[src/rtl/load_store_unit.sv]
// Load/store unit between the integer datapath and a big-endian word-port data memory.
// Define MISALIGN_TRAP_EN to trap misaligned half/word accesses instead of ignoring low bits.
module load_store_unit #(
    parameter int ADDR_BITS = 12
) (
    input  logic        clk,
    input  logic        reset,
    input  logic        req_valid,
    output logic        req_ready,
    input  logic        req_we,
    input  logic [1:0]  req_size,
    input  logic        req_unsigned,
    input  logic [31:0] req_addr,
    input  logic [31:0] req_wdata,
    output logic        resp_valid,
    output logic [31:0] resp_rdata,
    output logic        resp_err,
    output logic        dm_cs,
    output logic        dm_rd,
    output logic        dm_wr,
    output logic [31:0] dm_addr,
    output logic [31:0] dm_din,
    input  logic [31:0] dm_dout
);

    typedef enum logic [2:0] {
        IDLE, LOAD, STORE, RMW_RD, RMW_WR, RESP
    } state_t;

    state_t      state_q;
    logic        req_ready_q;
    logic        resp_valid_q;
    logic [31:0] resp_rdata_q;
    logic        dm_cs_q;
    logic        dm_rd_q;
    logic        dm_wr_q;
    logic [31:0] dm_addr_q;
    logic [31:0] dm_din_q;
    logic [1:0]  size_q;
    logic        uns_q;
    logic [1:0]  off_q;
    logic [31:0] wdata_q;
    logic [31:0] addr_d;
    logic        unused_hi;

    assign addr_d    = {{(32-ADDR_BITS){1'b0}}, req_addr[ADDR_BITS-1:2], 2'b00};
    assign unused_hi = ^req_addr[31:ADDR_BITS];

    function automatic logic [31:0] lane_ext(
        input logic [31:0] w,
        input logic [1:0]  sz,
        input logic [1:0]  off,
        input logic        uns
    );
        logic [7:0]  b;
        logic [15:0] h;
        case (off)
            2'd0:    b = w[31:24];
            2'd1:    b = w[23:16];
            2'd2:    b = w[15:8];
            default: b = w[7:0];
        endcase
        h = off[1] ? w[15:0] : w[31:16];
        case (sz)
            2'b00:   lane_ext = {{24{~uns & b[7]}}, b};
            2'b01:   lane_ext = {{16{~uns & h[15]}}, h};
            default: lane_ext = w;
        endcase
    endfunction

    // Replace one byte/half lane of the word just read, keep the rest.
    function automatic logic [31:0] lane_merge(
        input logic [31:0] w,
        input logic [31:0] d,
        input logic [1:0]  sz,
        input logic [1:0]  off
    );
        logic [31:0] m;
        m = w;
        if (sz == 2'b00) begin
            case (off)
                2'd0:    m[31:24] = d[7:0];
                2'd1:    m[23:16] = d[7:0];
                2'd2:    m[15:8]  = d[7:0];
                default: m[7:0]   = d[7:0];
            endcase
        end else if (sz == 2'b01) begin
            if (off[1]) m[15:0]  = d[15:0];
            else        m[31:16] = d[15:0];
        end else begin
            m = d;
        end
        lane_merge = m;
    endfunction

`ifdef MISALIGN_TRAP_EN
    logic err_q;
    logic resp_err_q;
    logic misalign;
    assign misalign = (req_size == 2'b01 && req_addr[0]) ||
                      (req_size[1] && req_addr[1:0] != 2'b00);
    assign resp_err = resp_err_q;
`else
    assign resp_err = 1'b0;
`endif

    always_ff @(posedge clk) begin
        if (reset) begin
            state_q      <= IDLE;
            req_ready_q  <= 1'b1;
            resp_valid_q <= 1'b0;
            resp_rdata_q <= '0;
            dm_cs_q      <= 1'b0;
            dm_rd_q      <= 1'b0;
            dm_wr_q      <= 1'b0;
            dm_addr_q    <= '0;
            dm_din_q     <= '0;
            size_q       <= '0;
            uns_q        <= 1'b0;
            off_q        <= '0;
            wdata_q      <= '0;
`ifdef MISALIGN_TRAP_EN
            err_q        <= 1'b0;
            resp_err_q   <= 1'b0;
`endif
        end else begin
            resp_valid_q <= 1'b0;
            case (state_q)
                IDLE: begin
                    if (req_valid) begin
                        size_q      <= req_size;
                        uns_q       <= req_unsigned;
                        off_q       <= req_addr[1:0];
                        wdata_q     <= req_wdata;
                        dm_addr_q   <= addr_d;
                        req_ready_q <= 1'b0;
`ifdef MISALIGN_TRAP_EN
                        // Trapped accesses idle one cycle in LOAD with no memory cycle.
                        if (misalign) begin
                            err_q   <= 1'b1;
                            state_q <= LOAD;
                        end else
`endif
                        if (!req_we) begin
                            state_q <= LOAD;
                            dm_cs_q <= 1'b1;
                            dm_rd_q <= 1'b1;
                        end else if (req_size[1]) begin
                            state_q  <= STORE;
                            dm_cs_q  <= 1'b1;
                            dm_wr_q  <= 1'b1;
                            dm_din_q <= req_wdata;
                        end else begin
                            state_q <= RMW_RD;
                            dm_cs_q <= 1'b1;
                            dm_rd_q <= 1'b1;
                        end
                    end
                end
                LOAD: begin
                    state_q      <= RESP;
                    dm_cs_q      <= 1'b0;
                    dm_rd_q      <= 1'b0;
                    resp_valid_q <= 1'b1;
`ifdef MISALIGN_TRAP_EN
                    resp_err_q   <= err_q;
                    resp_rdata_q <= err_q ? '0 :
                                    lane_ext(dm_dout, size_q, off_q, uns_q);
`else
                    resp_rdata_q <= lane_ext(dm_dout, size_q, off_q, uns_q);
`endif
                end
                RMW_RD: begin
                    state_q  <= RMW_WR;
                    dm_rd_q  <= 1'b0;
                    dm_wr_q  <= 1'b1;
                    dm_din_q <= lane_merge(dm_dout, wdata_q, size_q, off_q);
                end
                STORE, RMW_WR: begin
                    state_q      <= RESP;
                    dm_cs_q      <= 1'b0;
                    dm_wr_q      <= 1'b0;
                    dm_din_q     <= '0;
                    resp_valid_q <= 1'b1;
                    resp_rdata_q <= '0;
`ifdef MISALIGN_TRAP_EN
                    resp_err_q   <= 1'b0;
`endif
                end
                RESP: begin
                    state_q     <= IDLE;
                    req_ready_q <= 1'b1;
`ifdef MISALIGN_TRAP_EN
                    err_q       <= 1'b0;
`endif
                end
                default: begin
                    state_q     <= IDLE;
                    req_ready_q <= 1'b1;
                    dm_cs_q     <= 1'b0;
                    dm_rd_q     <= 1'b0;
                    dm_wr_q     <= 1'b0;
                    dm_din_q    <= '0;
                end
            endcase
        end
    end

    assign req_ready  = req_ready_q;
    assign resp_valid = resp_valid_q;
    assign resp_rdata = resp_rdata_q;
    assign dm_cs      = dm_cs_q;
    assign dm_rd      = dm_rd_q;
    assign dm_wr      = dm_wr_q;
    assign dm_addr    = dm_addr_q;
    assign dm_din     = dm_din_q;

endmodule
[config.mk]
export PLATFORM = sky130hd
export DESIGN_NAME = load_store_unit
export DESIGN_NICKNAME = d
export VERILOG_FILES = /design/src/rtl/load_store_unit.sv
export SDC_FILE = /design/constraint.sdc
export NUM_CORES = 1
export LEC_CHECK = 0
export ABC_AREA = 0
export BUFFER_PORTS_ARGS = -buffer_cell sky130_fd_sc_hd__buf_2
export CAP_MARGIN = 5
export CORE_MARGIN = 3
export CORE_UTILIZATION = 52
export CTS_BUF_LIST = sky130_fd_sc_hd__clkbuf_8
export CTS_CLUSTER_SIZE = 10
export DETAILED_ROUTE_END_ITERATION = 8
export PLACE_DENSITY_LB_ADDON = 0.1
export SLEW_MARGIN = 5
export SYNTH_ARGS = -nofsm -noshare
export SYNTH_HDL_FRONTEND = slang
export SYNTH_SLANG_ARGS = --single-unit
[constraint.sdc]
create_clock -name clk -period 2.4 [get_ports clk]
set_clock_uncertainty 0.15 [all_clocks]
set_input_delay 0.36 -clock clk [delete_from_list [all_inputs] [get_ports clk]]
set_output_delay 0.36 -clock clk [all_outputs]
set_load 0.02 [all_outputs]
# Yosys cells after proc, flatten, opt, wreduce, memory -nomap -nowiden
# Index checks and enable logic that the tools add are counted.
[word_totals]
n_memories = 0
regBits = 119
mem_bits_rw = 0
latchBits = 0
out_inout_bits = 102
wordCells = 83
in_bits = 103
romBits = 0
[op_classes]
n_div = 0
mul = 0
shift = 0
bitwise_logic = 7
n_eq_ne = 12
magnitude_cmp = 0
n_mux = 35
add_sub_neg = 0
reduce_logical = 16
[ops]
columns = ["cell", "count"]
rows = [
  ["two-way mux 32 bit", 5],
  ["case mux 32 bit (2 select lines)", 2],
  ["case mux 32 bit (3 select lines)", 1],
  ["two-way mux 16 bit", 3],
  ["two-way mux 8 bit", 6],
  ["case mux 8 bit (3 select lines)", 1],
  ["two-way mux 1 bit", 10],
  ["case mux 3 bit (3 select lines)", 1],
  ["OR reduction 3 bit", 3],
  ["equality test 3 x 2 -> 1 bit (second input constant)", 2],
  ["equality test 3 bit (second input constant)", 2],
  ["!= test 2 bit (second input constant)", 3],
  ["case mux 1 bit (2 select lines)", 3],
  ["AND reduction 2 bit", 3],
  ["OR reduction 2 bit", 3],
  ["inverter 1 bit", 5],
  ["equality test 2 x 1 -> 1 bit (second input constant)", 2],
  ["logical NOT 2 bit", 2],
  ["AND reduction 4 bit", 1],
  ["OR reduction 4 bit", 1],
  ["equality test 3 x 1 -> 1 bit (second input constant)", 1],
  ["logical NOT 3 bit", 1],
  ["two-way mux 3 bit", 1],
  ["!= test 3 bit (second input constant)", 1],
  ["6 further kinds", 7],
]

# Logic depth before layout (Yosys ltp)
# Gate-level depths: netlist of the first run.
[logic_depth]
ltp_word = 7
mapped_depth = 7
ltp_nobuf = 4

# Least setup slack after synthesis of the first run
# No wires, ideal clock.
[synth_timing]
path_kind = "register -> register"
from = "reg off_q[1]"
to = "reg resp_rdata_q[16] (netlist: resp_rdata[16])"
t_required_ns = 2.133
period_less_slack_ns = 1.965
setup_ns = 0.117
path_buffers = 1
stages_incl_launch_ff = 6
arrival_time_ns = 1.698
setup_slack_ns = 0.435
cell_sequence = "dfxtp_1 > mux4_2 > and3_1 > a221o_2 > buf_6 > a22o_1"
[synth_via]
elab_chain_len = 7
elab_cells_between_ends = 11
classes_between = "2 x eq/ne; 6 x mux; 2 x bitwise; 1 x reduce/logical"
[synth_rtl]
columns = ["item", "line_no", "text"]
rows = [
  ["from (decl)", "41", "logic [1:0] off_q;"],
  ["from (signal assigned)", "133", "off_q <= req_addr[1:0];"],
  ["equality test 2 bit, or another cell as far along", "57", "case (off)"],
  ["case mux 8 bit (3 select lines)", "57", ""],
  ["two-way mux 8 bit", "128", "case (state_q)"],
  ["two-way mux 8 bit", "108", "if (reset) begin"],
  ["bitwise AND 1 bit", "65", "2'b00: lane_ext = {{24{~uns & b[7]}}, b};"],
  ["case mux 32 bit (2 select lines) (*)", "64", "case (sz)"],
  ["case mux 32 bit (2 select lines) (*)", "128", ""],
  ["to (signal assigned)", "170", "resp_rdata_q <= lane_ext(dm_dout, size_q, off_q, uns_q);"],
  ["to (decl)", "33", "logic [31:0] resp_rdata_q;"],
]
# Every way passes the cells marked *; elsewhere a longest branch is shown, timed or not. The select of a mux whose other input is x is not followed.
# A chain may end at the register's enable or synchronous reset.

# Worst setup path after layout of the first run
[layout_timing]
from = "reg off_q[1]"
to = "reg resp_rdata_q[23] (netlist: resp_rdata[23])"
# Same word-level chain as after synthesis.

==> impl_metrics.py, run 1 <==
metrics = {
    "status": {
        "status": "finished clean",
    },
    "synthesis": {
        "async_flop_share": 0,
        "yosysWarnings": 0,
        "ys_types": 57,
        "ys_ff_latch": 119,
        "synth-edff-count": 0,
        "syn_area_per_cell_um2": 8.162,
        "netlist_instances": 747,
        "synth_area_mm2": 0.006097,
        "yosysSeqAreaShare": 0.3907,
        "ys_top_cells_by_area": "dfxtp_1 39%, nand2_1 8.6%, a21oi_1 5.3%",
        "synth_top_cell_by_area": "dfxtp_1",
        "ys_dominant_reg_cell": "dfxtp_1",
        "synth_top_area_frac": 0.3907,
    },
    "global_route": {
        "grt.met2_usage": 0.4500,
        "use_met1": 0.4102,
        "grt_pass1_wl_mm": 30.68,
        "top_usage_layer": "met2",
        "grt.overflow.total": 0,
        "grt_max_degree": 63,
        "gr-usage-all-layers": 0.2982,
        "antenna_found_initial": 0,
        "met3_usage": 0.06765,
        "grt_pass1_vias": 5927,
    },
    "detailed_routing": {
        "vias": 6368,
        "drcViolationCount": 0,
        "dr.pass1.iters": 5,
        "ant_nets": 0,
        "viasPerCell": 6.008,
        "routed_wl_mm": 19.58,
        "drt_iter0_drc": 658,
        "routedWlPerCell_um": 18.47,
    },
    "floorplanning": {
        "die_h_um": 114.3,
        "io_pins": 205,
        "start_util": 0.5480,
        "fp-row-count": 38,
        "die_area_mm2": 0.01306,
        "die_w_um": 114.3,
        "core_mm2": 0.01113,
    },
    "sta": {
        "clock.fmax_mhz": 453.9,
        "relSlewSlack": 0.3484,
        "hold_ws_ns": 0.01316,
        "setup_tns_ns": 0,
        "hold_viol": 0,
        "rsz0062_at_grt": "false",
        "setup_viol": 0,
        "period_minus_slack_ns": 2.203,
        "worst_pin_slew_ns": 0.9754,
        "period_share": 0.9179,
        "layout_setup_ws_ns": 0.1969,
        "slew_violations": 0,
    },
    "cts": {
        "clk_latency_ns": 0.45,
        "cts_inserted_buffers": 17,
        "clk_pin_slew_ns": 0.06,
        "root_buffer": "clkbuf_8",
        "cts_tree": "done",
        "cts_max_level": 4,
        "clockBufferDepth": 2,
        "cts.sinks": 119,
    },
    "setup_path": {
        "required_ns": 2.60,
        "critPathArrivalTime_ns": 2.40,
        "crit_type": "reg -> reg",
        "crit_path_end_kind": "register",
        "crit_fanout": 16,
        "startpoint_type": "register",
    },
    "pwr": {
        "irDropWorstVdd_mv": 0.4585,
        "powerDensity_mw_per_mm2": 748.3,
        "total_leakage_power_nw": 3.421,
        "power_mw": 5.655,
    },
    "place": {
        "dp.cells": 998,
        "dp_slack_ns": 0.2133,
        "post_dp_cell_area_mm2": 0.006893,
        "dp_hpwl_mm": 13.65,
        "portBuffers": 161,
        "place_congestion": 0.9030,
    },
    "cells_and_area": {
        "drive_gt1_frac": 0.2489,
        "final_common_cell": "buf_2",
        "final_util": 0.6793,
        "fin_nets": 1013,
        "layout_common_cells": "161 x buf_2, 139 x nand2_1, 119 x dfxtp_1",
        "area_growth_pct": 23.95,
        "final_area_mm2": 0.007557,
        "antenna_cells": 0,
        "instances_no_fill": 1060,
    },
    "hold_path": {
        "hold_path_class": "in -> reg",
    },
    "job": {
        "max-cap-violations": 0,
    },
}
-- synth_stat cells (all sizes together) (2+ instances only) --
master   number
nor3b         3
or3           2
and3          2
and4b         8
nand2       139
nor4          8
a311oi       32
o2111a        8
nor3          6
a31oi         2
nor2         39
a211oi        7
o22ai        22
a211o        16
buf          56
a22o         16
inv          20
nand3         2
mux2i        31
nor4b        10
a221oi        6
o2bb2ai       9
a21oi        66
clkbuf       42
a21o         14
dfxtp       119
o21bai        3
o211ai        8
o21ai        31
-- registers in the layout, indices dropped and copies added, names as in the netlist --
signal,flops
resp_rdata,32
dm_rd,1
dm_addr,10
size_q,2
req_ready,1
wdata_q,32
state_q,3
resp_valid,1
dm_wr,1
uns_q,1
off_q,2
dm_cs,1
dm_din,32
-- path summary, 6_finish.rpt --
| check | start | to | slack (ns) | depth (start not counted) |
|---|---|---|---|---|
| worst min register to register | dm_addr[3]$_SDFFE_PP0P_ | dm_addr[3]$_SDFFE_PP0P_ | 0.30 | 2 |
| worst min-delay path | req_wdata[0] | wdata_q[0]$_SDFFE_PP0P_ | 0.01 | 3 |
| worst max register to register | off_q[1]$_SDFFE_PP0P_ | resp_rdata[23]$_SDFFE_PP0P_ | 0.20 | 4 |
| worst max-delay path | off_q[1]$_SDFFE_PP0P_ | resp_rdata[23]$_SDFFE_PP0P_ | 0.20 | 4 |
-- where the power goes --
| group | switching [mW] | internal, mW |
|---|---|---|
| Sequential | 0.176 | 2.22 |
| Combinational | 1.08 | 0.623 |
| Clock | 0.749 | 0.814 |
| Total | 2.00 | 3.65 |
-- timing repair --
action                     4_1_cts  5_1_grt
hold buffers                    33        0
setup endpoints to repair        0        0
resized for setup                0        0
hold endpoints to repair        33        0
setup buffers                    0        0
-- kinds of logic after synthesis --
kind of cell | synth area share
multiplexers | 0.05643
flip-flops | 0.3907
adder cells (fa/ha/maj) | 0.001642
AO/OA/AOI/OAI | 0.2861
AND/OR/NAND/NOR | 0.1695
buffers and inverters | 0.09358
XOR/XNOR | 0.001437
other | 0.0006150
-- worst max-delay path, stage by stage (launching register included) --
cell	delay, ns
dfxtp_1	0.43
mux4_2	0.58
and3_1	0.21
a221o_2	0.45
a22o_2	0.27
-- final cells by class --
class / instances / area [um^2]
Multi-Input combinational cell: 532 / 3247
Sequential cell: 119 / 2382
Fill cell: 943 / 3568
Clock inverter: 7 / 31.28
Tap cell: 140 / 175.2
Timing Repair Buffer: 220 / 1344
Inverter: 20 / 75.07
Clock buffer: 22 / 302.8
-- metal layers --
layer,up-vias,wire [um]
met5,-,0
met4,0,588
met3,55,1959
met2,369,8642
met1,2954,8386
li1,2990,-
(Power assumes the default switching activity.)
==> run 2: changes to the inputs <==
- clock period: 2.4 -> 2.5 ns (I/O delays scaled with it)
==> run 2 against run 1 <==
- sequential share of layout area is 0.58 points higher
- critical endpoint is now dm_din[14]$_SDFFE_PP0P_
- cell area shrank 1.8%
- first-iteration DRC count increased by 2.0%
- critical path type unchanged
- critical path depth rose by 1
==> impl_metrics.py, run 2 (synthesized netlist as in run 1, its figures left out) <==
metrics = {
    "pwr": {
        "irDropWorstVdd_mv": 0.5292,
        "powerDensity_mw_per_mm2": 775.2,
        "comb_power_share": 0.278,
        "p_int_mw": 3.761,
        "total_leakage_power_nw": 3.329,
        "switching_power_mw": 1.990,
        "power.share.switching": 0.3461,
        "clockPowerShare": 0.322,
        "seqPwrFrac": 0.399,
        "power_mw": 5.751,
    },
    "job": {
        "max-cap-violations": 0,
    },
    "detailed_routing": {
        "routed-wl-met2_mm": 8.553,
        "routedWlPerCell_um": 18.49,
        "route.layer.met1.wl_mm": 8.224,
        "drcViolationCount": 0,
        "dr_wl_met3_mm": 1.903,
        "maxUsedRoutingLayer": "met4",
        "dr.pass1.iters": 5,
        "ant_nets": 0,
        "routed_wl_mm": 19.19,
        "viasPerCell": 6.092,
        "drt_iter0_drc": 671,
        "vias": 6324,
    },
    "cts": {
        "clk_pin_slew_ns": 0.07,
        "clk_latency_ns": 0.45,
        "cts.sinks": 119,
        "root_buffer": "clkbuf_8",
        "clockBufferDepth": 2,
        "cts_inserted_buffers": 17,
        "cts_tree": "done",
        "cts_max_level": 4,
    },
    "global_route": {
        "gr-usage-all-layers": 0.2904,
        "grt_max_degree": 53,
        "antenna_found_initial": 0,
        "grt_pass1_vias": 5822,
        "grt.overflow.total": 0,
        "grt_pass1_wl_mm": 29.88,
    },
    "floorplanning": {
        "die_w_um": 114.3,
        "fp-row-count": 38,
        "start_util": 0.5480,
        "die_h_um": 114.3,
        "die_area_mm2": 0.01306,
        "io_pins": 205,
        "core_mm2": 0.01113,
    },
    "cells_and_area": {
        "fin_nets": 988,
        "antenna_cells": 0,
        "drive_gt1_frac": 0.2606,
        "layout_common_cells": "161 x buf_2, 139 x nand2_1, 119 x dfxtp_1",
        "area_growth_pct": 21.69,
        "fill_cells": 941,
        "final_common_cell": "buf_2",
    },
    "sta": {
        "relSlewSlack": 0.4995,
        "period_share": 0.8844,
        "slew_violations": 0,
        "worst_pin_slew_ns": 0.7507,
        "clock.fmax_mhz": 452.3,
        "rsz0062_at_grt": "false",
        "setup_tns_ns": 0,
        "period_minus_slack_ns": 2.211,
        "setup_viol": 0,
        "hold_viol": 0,
    },
    "setup_path": {
        "crit_type": "reg -> reg",
        "critical_path.max_stage_delay_ns": 0.55,
        "crit_fanout": 9,
        "crit_path_end_kind": "register",
        "startpoint_type": "register",
        "cp_slowest_cell": "dfxtp_1",
        "required_ns": 2.70,
        "critPathArrivalTime_ns": 2.42,
        "cp_cell_sequence": "buf_4 -> nand2b_1 -> mux2i_1 -> a211o_1 -> a311oi_1",
    },
    "place": {
        "place_congestion": 0.9200,
        "portBuffers": 161,
        "dp_hpwl_mm": 13.54,
    },
    "status": {
        "status": "finished clean",
    },
    "hold_path": {
        "hold_path_class": "in -> reg",
    },
}
[run 2: cell types whose count changed in the layout (fill, tap and decap cells not counted), moves of 2 or more]
cell / previous run / this run
clkbuf_8: 22 / 20
dlygate4sd3_1: 33 / 10
bufinv_16: 0 / 3
inv_1: 23 / 20
buf_4: 25 / 22
clkinvlp_4: 0 / 6
[run 2: through the flow]
stage,setup WS (ns),hold WS [ns],cell area (um^2),utilization,std cells
final,0.2889,0.02830,7420,0.6669,1038
after global routing,0.1369,0.005748,7420,0.6669,1038
after CTS,0.1899,0.0002865,7416,0.6666,1038
after detailed placement,0.2077,0.2895,6890,0.6193,996
after global placement,0.2347,0.2867,6890,0.6193,996
after floorplan,0.5347,0.2823,6180,-,769
[run 2: critical path, delay by kind of cell (launching register included)]
kind | cells | cell delay, ns
compound gates | 2 | 0.59
flops | 1 | 0.55
simple gates | 1 | 0.44
buf+inv | 1 | 0.24
mux | 1 | 0.16
[run 2: final timing paths]
check	startpoint	endpoint	slack [ns]	cells after the start
hold / removal	req_wdata[26]	wdata_q[26]$_SDFFE_PP0P_	0.03	3
setup reg to reg	off_q[0]$_SDFFE_PP0P_	dm_din[14]$_SDFFE_PP0P_	0.29	5
setup / recovery	off_q[0]$_SDFFE_PP0P_	dm_din[14]$_SDFFE_PP0P_	0.29	5
hold reg to reg	dm_addr[7]$_SDFFE_PP0P_	dm_addr[7]$_SDFFE_PP0P_	0.30	2
[run 2: cell type report]
cell class | instances | area, um^2 | area share
Multi-Input combinational cell | 532 | 3251 | 0.4381
Sequential cell | 119 | 2382 | 0.3211
Timing Repair Buffer | 195 | 1111 | 0.1497
Clock buffer | 20 | 275.3 | 0.03710
Tap cell | 140 | 175.2 | 0.02361
Clock inverter | 12 | 150.1 | 0.02024
Inverter | 20 | 75.07 | 0.01012
[run 2: power by group through the flow]
stage	clock network [mW]	logic, mW	registers (mW)
6_report	1.85	1.60	2.30
3_5_place_dp	0	1.58	2.33
2_1_floorplan	0	0.912	2.49
5_1_grt	1.97	1.74	2.32
4_1_cts	1.87	1.59	2.29
3_3_place_gp	0	1.54	2.32
[run 2: timing repair]
item,CTS,global route
hold buffers,10,0
hold endpoints to repair,10,0
endpoints found under the setup margin,0,1
resized for setup,0,1
buffers inserted,0,0
[run 2: per-layer routing]
metal | vias to the layer above | GRT usage
li1 | 2946 | -
met2 | 352 | 0.4450
met1 | 2985 | 0.4011
met3 | 41 | 0.05867
met4 | 0 | 0.1164
met5 | - | 0
